$ cat src/rtl/avst_video_pkg.sv
// Shared definitions for the Avalon-ST video pattern source.
//   - Avalon-ST video packet type codes
//   - pattern mode encoding
//   - FSM state type
//   - helper that packs three nibbles into a control-packet beat
// Optional feature macro: AVST_PATTERN_CTRL_PKT_EN adds the control-packet states.
package avst_video_pkg;

  localparam logic [3:0] PKT_VIDEO = 4'h0;
  localparam logic [3:0] PKT_CTRL  = 4'hF;

  localparam logic [1:0] MODE_BARS  = 2'd0;
  localparam logic [1:0] MODE_RAMP  = 2'd1;
  localparam logic [1:0] MODE_CHECK = 2'd2;
  localparam logic [1:0] MODE_SOLID = 2'd3;

  typedef enum logic [2:0] {
    ST_IDLE,
`ifdef AVST_PATTERN_CTRL_PKT_EN
    ST_CHDR,
    ST_C0,
    ST_C1,
    ST_C2,
`endif
    ST_HDR,
    ST_PIX
  } state_e;

  // Control beats carry one nibble in the low half of each 8-bit colour symbol.
  function automatic logic [23:0] ctrl_beat(input logic [3:0] n0,
                                            input logic [3:0] n1,
                                            input logic [3:0] n2);
    return {4'h0, n2, 4'h0, n1, 4'h0, n0};
  endfunction

endpackage

$ cat src/rtl/avst_pattern_pixel_gen.sv
// Pixel colour function for the pattern source.
// Ports:
//   mode_i   : latched pattern mode for the current frame
//   x_i, y_i : pixel coordinates
//   bar_i    : colour-bar index 0..7 (maintained by the caller's down-counter)
//   pixel_o  : {R,G,B}, purely combinational
module avst_pattern_pixel_gen
  import avst_video_pkg::*;
#(
  parameter logic [23:0] SOLID_RGB = 24'hFF00FF
) (
  input  logic [1:0]  mode_i,
  input  logic [11:0] x_i,
  input  logic [11:0] y_i,
  input  logic [2:0]  bar_i,
  output logic [23:0] pixel_o
);

  always_comb begin
    pixel_o = '0;
    case (mode_i)
      MODE_BARS:  pixel_o = {{8{bar_i[2]}}, {8{bar_i[1]}}, {8{bar_i[0]}}};
      MODE_RAMP:  pixel_o = {3{x_i[7:0]}};
      MODE_CHECK: pixel_o = {24{x_i[3] ^ y_i[3]}};
      default:    pixel_o = SOLID_RGB;
    endcase
  end

endmodule

$ cat src/rtl/avst_pattern_source.sv
// Avalon-ST video test-pattern transmitter (ready latency 1).
// Each frame: [optional 4-beat control packet] + video header beat + WIDTH*HEIGHT pixels.
// Ports:
//   clock, reset_n                 : clock, async active-low reset
//   enable_i                       : run frames back to back while high
//   mode_i                         : 0 bars, 1 grey ramp, 2 8x8 checker, 3 solid
//   avalonst_source_ready_i        : sink ready (latency 1)
//   avalonst_source_*_o            : registered Avalon-ST source outputs
//   busy_o                         : frame in progress
//   frame_count_o                  : completed frames, wrapping
// Optional feature macro: AVST_PATTERN_CTRL_PKT_EN (control packet before each frame).
module avst_pattern_source
  import avst_video_pkg::*;
#(
  parameter int unsigned WIDTH     = 640,
  parameter int unsigned HEIGHT    = 480,
  parameter logic [23:0] SOLID_RGB = 24'hFF00FF
) (
  input  logic        clock,
  input  logic        reset_n,
  input  logic        enable_i,
  input  logic [1:0]  mode_i,
  input  logic        avalonst_source_ready_i,
  output logic        avalonst_source_valid_o,
  output logic [23:0] avalonst_source_data_o,
  output logic        avalonst_source_startofpacket_o,
  output logic        avalonst_source_endofpacket_o,
  output logic [1:0]  avalonst_source_empty_o,
  output logic        busy_o,
  output logic [15:0] frame_count_o
);

  localparam logic [11:0] X_LAST   = 12'(WIDTH - 1);
  localparam logic [11:0] Y_LAST   = 12'(HEIGHT - 1);
  localparam logic [8:0]  BAR_LAST = 9'(WIDTH / 8 - 1);
`ifdef AVST_PATTERN_CTRL_PKT_EN
  localparam logic [15:0] W16 = 16'(WIDTH);
  localparam logic [15:0] H16 = 16'(HEIGHT);
  localparam state_e      ST_FIRST = ST_CHDR;
`else
  localparam state_e      ST_FIRST = ST_HDR;
`endif

  state_e      state_q, state_d;
  logic [1:0]  mode_q, mode_d;
  logic [11:0] x_q, x_d, y_q, y_d;
  logic [2:0]  bar_q, bar_d;
  logic [8:0]  barcnt_q, barcnt_d;
  logic [15:0] frame_q, frame_d;
  logic        busy_q, busy_d;
  logic        ready_d1_q;
  logic        valid_q, valid_d, sop_q, sop_d, eop_q, eop_d;
  logic [23:0] data_q, data_d;
  logic [23:0] pixel;
  logic        go;

  avst_pattern_pixel_gen #(.SOLID_RGB(SOLID_RGB)) u_pix (
    .mode_i  (mode_q),
    .x_i     (x_q),
    .y_i     (y_q),
    .bar_i   (bar_q),
    .pixel_o (pixel)
  );

  // Outputs are registered, so the beat shown while ready_d1 is high must be
  // decided on the edge that loads ready_d1: i.e. from the live ready input.
  assign go = avalonst_source_ready_i;

  always_comb begin
    state_d  = state_q;
    mode_d   = mode_q;
    x_d      = x_q;
    y_d      = y_q;
    bar_d    = bar_q;
    barcnt_d = barcnt_q;
    frame_d  = frame_q;
    busy_d   = busy_q;
    valid_d  = 1'b0;
    sop_d    = 1'b0;
    eop_d    = 1'b0;
    data_d   = data_q;
    case (state_q)
      ST_IDLE: begin
        if (enable_i) begin
          mode_d  = mode_i;
          busy_d  = 1'b1;
          state_d = ST_FIRST;
        end else begin
          busy_d  = 1'b0;
        end
      end
`ifdef AVST_PATTERN_CTRL_PKT_EN
      ST_CHDR: if (go) begin
        valid_d = 1'b1;
        sop_d   = 1'b1;
        data_d  = {20'h0, PKT_CTRL};
        state_d = ST_C0;
      end
      ST_C0: if (go) begin
        valid_d = 1'b1;
        data_d  = ctrl_beat(W16[15:12], W16[11:8], W16[7:4]);
        state_d = ST_C1;
      end
      ST_C1: if (go) begin
        valid_d = 1'b1;
        data_d  = ctrl_beat(W16[3:0], H16[15:12], H16[11:8]);
        state_d = ST_C2;
      end
      ST_C2: if (go) begin
        valid_d = 1'b1;
        eop_d   = 1'b1;
        data_d  = ctrl_beat(H16[7:4], H16[3:0], 4'h3);
        state_d = ST_HDR;
      end
`endif
      ST_HDR: if (go) begin
        valid_d = 1'b1;
        sop_d   = 1'b1;
        data_d  = {20'h0, PKT_VIDEO};
        state_d = ST_PIX;
      end
      ST_PIX: if (go) begin
        valid_d = 1'b1;
        data_d  = pixel;
        if (x_q == X_LAST) begin
          // line wrap also restarts the bar sequence
          x_d      = '0;
          bar_d    = '0;
          barcnt_d = BAR_LAST;
          if (y_q == Y_LAST) begin
            y_d     = '0;
            eop_d   = 1'b1;
            frame_d = frame_q + 16'd1;
            state_d = ST_IDLE;
          end else begin
            y_d = y_q + 12'd1;
          end
        end else begin
          x_d = x_q + 12'd1;
          // down-counter of pixels left in the current bar
          if (barcnt_q == '0) begin
            barcnt_d = BAR_LAST;
            bar_d    = bar_q + 3'd1;
          end else begin
            barcnt_d = barcnt_q - 9'd1;
          end
        end
      end
      default: state_d = ST_IDLE;
    endcase
  end

  always_ff @(posedge clock or negedge reset_n) begin
    if (!reset_n) begin
      state_q    <= ST_IDLE;
      mode_q     <= '0;
      x_q        <= '0;
      y_q        <= '0;
      bar_q      <= '0;
      barcnt_q   <= BAR_LAST;  // reload value, so the first bar is full width
      frame_q    <= '0;
      busy_q     <= 1'b0;
      ready_d1_q <= 1'b0;
      valid_q    <= 1'b0;
      sop_q      <= 1'b0;
      eop_q      <= 1'b0;
      data_q     <= '0;
    end else begin
      state_q    <= state_d;
      mode_q     <= mode_d;
      x_q        <= x_d;
      y_q        <= y_d;
      bar_q      <= bar_d;
      barcnt_q   <= barcnt_d;
      frame_q    <= frame_d;
      busy_q     <= busy_d;
      ready_d1_q <= avalonst_source_ready_i;
      valid_q    <= valid_d;
      sop_q      <= sop_d;
      eop_q      <= eop_d;
      data_q     <= data_d;
    end
  end

  // A beat is only ever presented in a cycle the sink has granted.
  a_valid_in_grant: assert property (@(posedge clock) disable iff (!reset_n)
    valid_q |-> ready_d1_q);

  assign avalonst_source_valid_o         = valid_q;
  assign avalonst_source_data_o          = data_q;
  assign avalonst_source_startofpacket_o = sop_q;
  assign avalonst_source_endofpacket_o   = eop_q;
  assign avalonst_source_empty_o         = 2'b00;
  assign busy_o                          = busy_q;
  assign frame_count_o                   = frame_q;

endmodule

$ cat config.mk
export PLATFORM = sky130hd
export DESIGN_NAME = avst_pattern_source
export DESIGN_NICKNAME = d
export VERILOG_FILES = /design/src/rtl/avst_video_pkg.sv /design/src/rtl/avst_pattern_pixel_gen.sv /design/src/rtl/avst_pattern_source.sv
export SDC_FILE = /design/constraint.sdc
export NUM_CORES = 1
export LEC_CHECK = 0
export ABC_CLOCK_PERIOD_IN_PS = 1700
export BUFFER_PORTS_ARGS = -buffer_cell sky130_fd_sc_hd__buf_2
export CORE_MARGIN = 1.5
export CORE_UTILIZATION = 25
export CTS_CLUSTER_SIZE = 20
export DETAILED_ROUTE_END_ITERATION = 6
export GPL_TIMING_DRIVEN = 0
export PLACE_DENSITY = 0.39
export SYNTH_ARGS = -nofsm -noshare
export SYNTH_HDL_FRONTEND = slang
export SYNTH_SLANG_ARGS = --single-unit
$ cat constraint.sdc
create_clock -name clock -period 1.7 [get_ports clock]
set_input_delay 0.255 -clock clock [delete_from_list [all_inputs] [get_ports clock]]
set_output_delay 0.255 -clock clock [all_outputs]
set_load 0.01 [all_outputs]
==> results of run 1 <==
==> layout by cell type, fill, tap and decap left out, drive strengths merged, types with 13 or more instances in the layout <==
master	Yosys	routed
a2bb2oi	16	16
nand4	13	13
buf	14	106
dfrtp	79	79
xor2	19	19
nand2	53	53
nand3	24	24
nor4	20	20
xnor2	15	15
o21ai	18	18
clkbuf	9	21
==> where the power goes <==
part / leakage, nW / switching [W] / internal (W)
Sequential: 1.09 / 0.000314 / 0.00251
Clock: 0.135 / 0.000779 / 0.00106
Combinational: 1.85 / 0.00136 / 0.00122
==> how the worst min path moves through the flow <==
| stage | startpoint | endpoint | slack, ps | depth (start not counted) |
|---|---|---|---|---|
| after floorplan | reset_n | avalonst_source_data_o[0] | -40 | 0 |
| after global placement | frame_count_o[15] | frame_count_o[15] | 450 | 1 |
| after detailed placement | reset_n | frame_count_o[7] | 300 | 1 |
| after CTS | mode_i[1] | mode_q[1] | 140 | 2 |
| after global routing | mode_i[1] | mode_q[1] | 150 | 2 |
| final | mode_i[1] | mode_q[1] | 150 | 2 |
==> state kept, by name, summed over array words and instances (netlist names) <==
register,cells
avalonst_source_endofpacket_o,1
bar_q,3
x_q,12
avalonst_source_valid_o,1
avalonst_source_startofpacket_o,1
y_q,12
state_q,2
avalonst_source_data_o,24
mode_q,2
barcnt_q,9
frame_count_o,16
busy_o,1
==> layout make-up <==
type                    count  share of cell area, %
repair buffers             96                  12.07
flip-flops and latches     84                  35.84
plain buffers              19                  2.757
inverters                  12                 0.7634
clock buffers              13                  4.411
well taps                 216                  4.580
clock inverters             2                 0.1696
multi-input cells         280                  39.42
==> cells by family after synthesis <==
kind of cell,count (synthesis),share of synthesized area (%)
muxes,6,1.603
xor gates and xnor gates,34,7.197
and+or+nand+nor,161,21.35
DFF,84,50.95
other,1,0.09063
AOI/OAI and AO/OA,67,11.91
buffers and inverters,35,3.870
adders and majority gates,10,3.024
==> per-layer routing <==
layer,global-route usage (%),share of wire (%),vias to the layer above
met5,0,0,-
met1,17.94,48,1688
met2,20.96,48,49
met4,5.802,1.6,0
met3,2.238,2.5,10
li1,-,-,1628
==> repair_timing <==
item | 4_1_cts | 5_1_grt
buffers inserted | 33 | 13
gates resized for setup | 84 | 43
gates cloned | 3 | 0
hold buffers | 1 | 0
endpoints found under the setup margin | 71 | 71
pin swaps | 46 | 19
endpoints found under the hold margin | 42 | 0
==> through the flow <==
step	util (%)	power, W
after detailed placement	29.71	0.005106
after global placement	29.52	0.005067
after floorplan	-	0.004352
after CTS	35.68	0.007233
after global routing	36.88	0.007725
final	36.88	0.007238
==> worst max-delay path, delay by kind of cell (launching register included) <==
kind,cells,cell delay (ps)
buf+inv,1,210
flops,1,440
simple gates,4,1200
==> run summary, run 1 <==
Synthesis instantiated 51 different standard cells from the library. Of all cell types, the one taking the most synthesized area is sky130_fd_sc_hd__dfrtp_1. The synthesized design contains 84 register bits. The cell area after synthesis is 4138 um^2.

The total inserted antenna cells was 0; the number of buffers inserted during clock tree synthesis was 9. The worst path in the final design needs a cycle of 1911 ps, including I/O delays and setup. On the final layout, the worst hold slack is 153.8 ps. For this run, the post-layout net count is 518. For this run, the detailed router's first-pass iteration total came to 4. Relative to the synthesized area, the layout overhead comes to 42.61%. For this block, the initial DRC count from the detailed router was 147.

The count of pins over their slew limit was 0. Entering global routing, the biggest net connects 44 pins. The slew at the pin with the worst max-slew slack works out to 602.4 ps.

The weighted congestion reported at the end of routability-driven placement was 0.7252; the total routing resource utilization after global routing was 13.30%. The setup clock skew after layout was 7.149 ps; the worst-case clock buffer depth was 2. For the worst setup path, the data arrival time is 2190 ps.

After clock tree synthesis, the clock-pin slew on the worst setup and hold paths is 60 ps. Once placement completed, the tool counted placed cells totaling 664. The final number of hold-violating endpoints was 0. The analysis attributes to cell leakage a power of 3.072 nW. For this run, the top clock speed supported by timing is 0.5233 GHz. The number of instances in the synthesized netlist was 398. A synthesized cell averages 10.40 um^2. After layout, the worst path uses 112.4% of the clock period.

Across all register-to-register paths, the minimum setup slack is -210 ps. In this run the power density over the cells is 1227 nW/um^2. The die covers 17330 um^2. The tools report the startpoint kind of the worst setup timing path as a register. Ranked by instance count, the synthesized netlist is headed by sky130_fd_sc_hd__dfrtp_1, sky130_fd_sc_hd__nand2_1, sky130_fd_sc_hd__nand3_1, sky130_fd_sc_hd__xor2_1, sky130_fd_sc_hd__o21ai_0.

Measured along the x axis, the die boundary spans 131.7 um. Startpoint of the worst register-to-register path: x_q[8]. Summed over all layers, the routed wires come to 11200 um. Across the run, the number of max-cap violations was 0. The total negative slack for setup checks was -2751 ps. The first global-routing pass estimated 18290 um of wire. At the later pin of the worst-skew pair, clock insertion delay measures 340 ps.

The flow ran to the end, but the final reports show violations. Setup repair after global routing could not meet its margin everywhere. Worst setup slack after layout: -211.0 ps. Sequential cell area in the final layout: 2115 um^2.

At the worst endpoint, the required time is 1970 ps. The share of layout cells above drive strength 1 was 40.91%. Using the TritonRoute via totals, the vias-per-cell ratio works out to 4.675.

The worst setup path is captured at a register. The tools report the destination of the critical timing path as y_q[5]. The synthesized design contains 0 enable-type register cells. The initialized floorplan defines 46 standard-cell rows. Summed over all layers, the global routing overflow is 0. The checks that failed: setup timing. The endpoint identified for the worst register-to-register timing path is y_q[5].

The depth of the most critical reg-to-reg path is 5. The count of cells in the finished layout, fillers not included, comes to 722. Counting flops with an async set or reset pin after synthesis yields a share of 100.0%. Delay of the slowest cell on the worst path: 460 ps. sky130_fd_sc_hd__dfrtp_1 is the most common cell in the netlist. By area the synthesized netlist is led by sky130_fd_sc_hd__dfrtp_1, sky130_fd_sc_hd__nand2_1, sky130_fd_sc_hd__xor2_1.

Multi-input logic area: 2326 um^2. The run gives 7292 um as the final HPWL from detailed placement. After routing the design area is 5901 um^2.

The run gives 1645 as the filler cell count in the final layout. The worst min-delay path class was primary input to register. The worst slack at placement is -533.9 ps. The H-tree was split into 3 levels. Routed via count: 3375.

The tools report the number of antenna-violating nets in the routed design as 0. For this design the top-level I/O count stands at 52. Maximum fanout along the worst path: 4.

After detailed placement, the total cell area comes to 4753 um^2. The run gives 25.86% as the starting density of the core. The largest individual stage delay along the critical path comes from the cell sky130_fd_sc_hd__or4b_1. The setup path with the least slack is of type register to register. The number of global-route vias before repair is 3362. Input and output buffers added on the ports amount to 48.

For the post-route DRC violation count, the log shows 0. Measured along the y axis, the die boundary spans 131.7 um. The post-detailed-route wirelength per cell works out to 15.51 um. Counting every sink on the clock net gives 84.

First element of the critical path: x_q[8]. Yosys printed 0 warnings. The total area inside the core boundary comes to 16000 um^2. The proportion of synthesized chip area in sequential cells is 50.95%.

The worst-case headroom to the max-slew limit came out at 59.84%. The top flip-flop cell by instance count after synthesis is sky130_fd_sc_hd__dfrtp_1. Number of antenna violations at the first check in global routing: 0. IR analysis of the VDD net gives a maximum drop of 488.7 uV. The top cell type by area accounts for 47.78% of the synthesized area. The total setup violations reported at the end of the flow was 29. TritonCTS built the clock tree. The cell sitting at the root of the clock tree is a sky130_fd_sc_hd__clkbuf_16. Traced cell by cell, the critical path runs through nor4_4 > nand4_1 > buf_4 > or4b_1 > nand2_1.
No activity file was read; power rests on OpenSTA's default activity.
==> run 2, diff against run 1 <==
--- a/config.mk
+++ b/config.mk
@@ -13,6 +13,7 @@
 export DETAILED_ROUTE_END_ITERATION = 6
 export GPL_TIMING_DRIVEN = 0
 export PLACE_DENSITY = 0.39
+export RECOVER_POWER = 25
 export SYNTH_ARGS = -nofsm -noshare
 export SYNTH_HDL_FRONTEND = slang
 export SYNTH_SLANG_ARGS = --single-unit
==> run summary, run 2 (synthesis gave the netlist of run 1 again) <==
The run finished, with violations left. The checks that failed: setup timing. The clock transition at the registers of the reported paths came out at 60 ps.

The number of antenna-violating nets in the routed design came out at 0. The number of nets in the layout was 518; the number of buffers inserted during clock tree synthesis was 9. The tools report the worst setup slack after layout as -211.0 ps.

The power density over the cells was 1227 nW/um^2; the weighted congestion reported at the end of routability-driven placement was 0.7252. The logs give 1970 ps for the required time at the endpoint of the critical path and 46 for the placement row count. Dividing the detail-routed via count by the number of cells gives 4.675. The worst hold path belongs to the class primary input to register.

The tools report the number of global-route vias before repair as 3362. The slew at the pin with the worst max-slew slack is 1173 ps. The logs give 7.149 ps for the setup clock skew after layout and 664 for the placed cell count.

The post-route netlist has 40.91% of its cells at a drive strength greater than 1. Before CTS, the worst setup slack after placement is -533.9 ps. The worst path needs 1911 ps of the cycle, external delays included.

Of all nets on the critical path, the largest fanout is 4. For the final standard cell utilization of the core, the log shows 36.86%. Max-cap violations in this run came to 0.

Summing over every cut layer, the via total after detailed routing is 3375. The worst-case headroom to the max-slew limit was 21.82%. The cell sitting at the root of the clock tree is a sky130_fd_sc_hd__clkbuf_16.

After the flow finishes, the layout carries non-filler instances totaling 722. At the later pin of the worst-skew pair, clock insertion delay measures 340 ps. In the final routed layout, each cell accounts on average for 15.51 um. For the worst setup path, the data arrival time is 2190 ps.

STA classifies the critical path startpoint as a register. The final worst-path cycle share was 112.4%. The post-detailed-routing wire length is 11200 um, and the starting density of the core is 25.86%. Fill cells in the final layout number 1646. For the final routed database, the setup TNS stands at -2751 ps. The critical path is of the register to register type.

The first detailed-routing pass ran for 4 iterations. The number of port buffers was 48. After legalization and detailed placement, the total HPWL measured 7292 um.

The clock passes through at most 2 buffers. The library cells used most frequently in the layout, excluding fill and tap cells, are sky130_fd_sc_hd__dfrtp_1, sky130_fd_sc_hd__buf_2, sky130_fd_sc_hd__nand2_1. The x dimension of the die is 131.7 um. The tools report the sort of element at the end of the critical path as a register.

The tools report the final number of hold-violating endpoints as 0. The tools report the total inserted antenna cells as 0. The logs give 0 for the post-route DRC violation count and 18290 um for the wire length of the first global-routing pass. In this run the standard cell core region covers 16000 um^2.

The leading cell type in the layout, fill and taps excluded was sky130_fd_sc_hd__dfrtp_1. The run gives 0 as the number of antenna violations at the first check in global routing. The initial detailed-routing violation count was 147. The register with the most flip-flops in the layout has 24 of them.

After detailed placement, the total cell area comes to 4753 um^2. Across every metal layer, demand over resource in global routing totals 13.30%. The count of pins over their slew limit was 0; the post-route standard cell area excluding fillers was 5898 um^2. IR analysis of the VDD net gives a maximum drop of 488.7 uV. The maximum operating frequency is 0.5233 GHz.

Relative to the synthesized area, the layout overhead comes to 42.55%. Pin placement for this block handled 52 I/O pins. Setup violations remaining at the end of the flow were counted as 29.

Setup repair after global routing could not meet its margin everywhere. The tools report the leakage power of the design as 3.071 nW. The largest net degree at the start of global routing is 44, and the chip height is 131.7 um. The total number of clock tree sinks was 84.

The run gives 3 as the H-tree depth. The run gives 17330 um^2 as the full die area. TritonCTS built the clock tree.

For the global-route congestion overflow total, the log shows 0.
run 2: timing repair:
action | CTS | global route
buffers inserted | 33 | 13
gates cloned | 3 | 0
hold endpoints to repair | 42 | 0
gates resized for setup | 84 | 43
pin swaps | 46 | 19
setup endpoints to repair | 71 | 71
hold buffers | 1 | 0
run 2: cell type report:
cell class / instances / area, um^2 / share of cell area (%)
tap: 216 / 270.3 / 4.582
clock inverter: 2 / 10.01 / 0.1697
clock buffer: 13 / 260.3 / 4.412
timing repair buffer: 96 / 709.4 / 12.03
buffer: 19 / 162.7 / 2.758
sequential: 84 / 2115 / 35.85
multi-input combinational: 280 / 2326 / 39.44
inverter: 12 / 45.04 / 0.7637
run 2: stage by stage:
| stage | power (W) | hold WS [ps] |
|---|---|---|
| 3_5_place_dp | 0.005106 | 303.1 |
| 3_3_place_gp | 0.005067 | 450.9 |
| 6_report | 0.007237 | 153.8 |
| 5_1_grt | 0.007724 | 151.3 |
| 2_1_floorplan | 0.004352 | -40.59 |
| 4_1_cts | 0.007233 | 138.7 |
run 2: path summary, 6_finish.rpt:
kind	cells past startpoint	to	slack (ps)	start
max reg2reg	5	y_q[5]	-210	x_q[8]
max in group asynchronous	3	barcnt_q[0]	180	reset_n
min	2	mode_q[1]	150	mode_i[1]
max	5	y_q[5]	-210	x_q[8]
min reg2reg	1	frame_count_o[15]	460	frame_count_o[15]
min in group asynchronous	2	frame_count_o[7]	670	reset_n
run 2: report_power, final:
part,internal (W),switching [W],total [W]
logic,0.00122,0.00136,0.00258
registers,0.00251,0.000314,0.00282
clock network,0.00106,0.000779,0.00184
run 2: worst max-delay path: stages (launching register included):
cell and delay (ps):
sky130_fd_sc_hd__dfrtp_2 440, sky130_fd_sc_hd__nor4_4 400, sky130_fd_sc_hd__nand4_1 260, sky130_fd_sc_hd__buf_4 210
sky130_fd_sc_hd__or4b_1 460, sky130_fd_sc_hd__nand2_1 80
run 2: per-layer routing:
layer	routed length [um]	vias to the layer above	part of all wire, %	track usage [%]
li1	-	1628	-	-
met1	5367	1688	48	17.94
met2	5368	49	48	20.96
met3	279	10	2.5	2.238
met4	184	0	1.6	5.802
met5	0	-	0	0
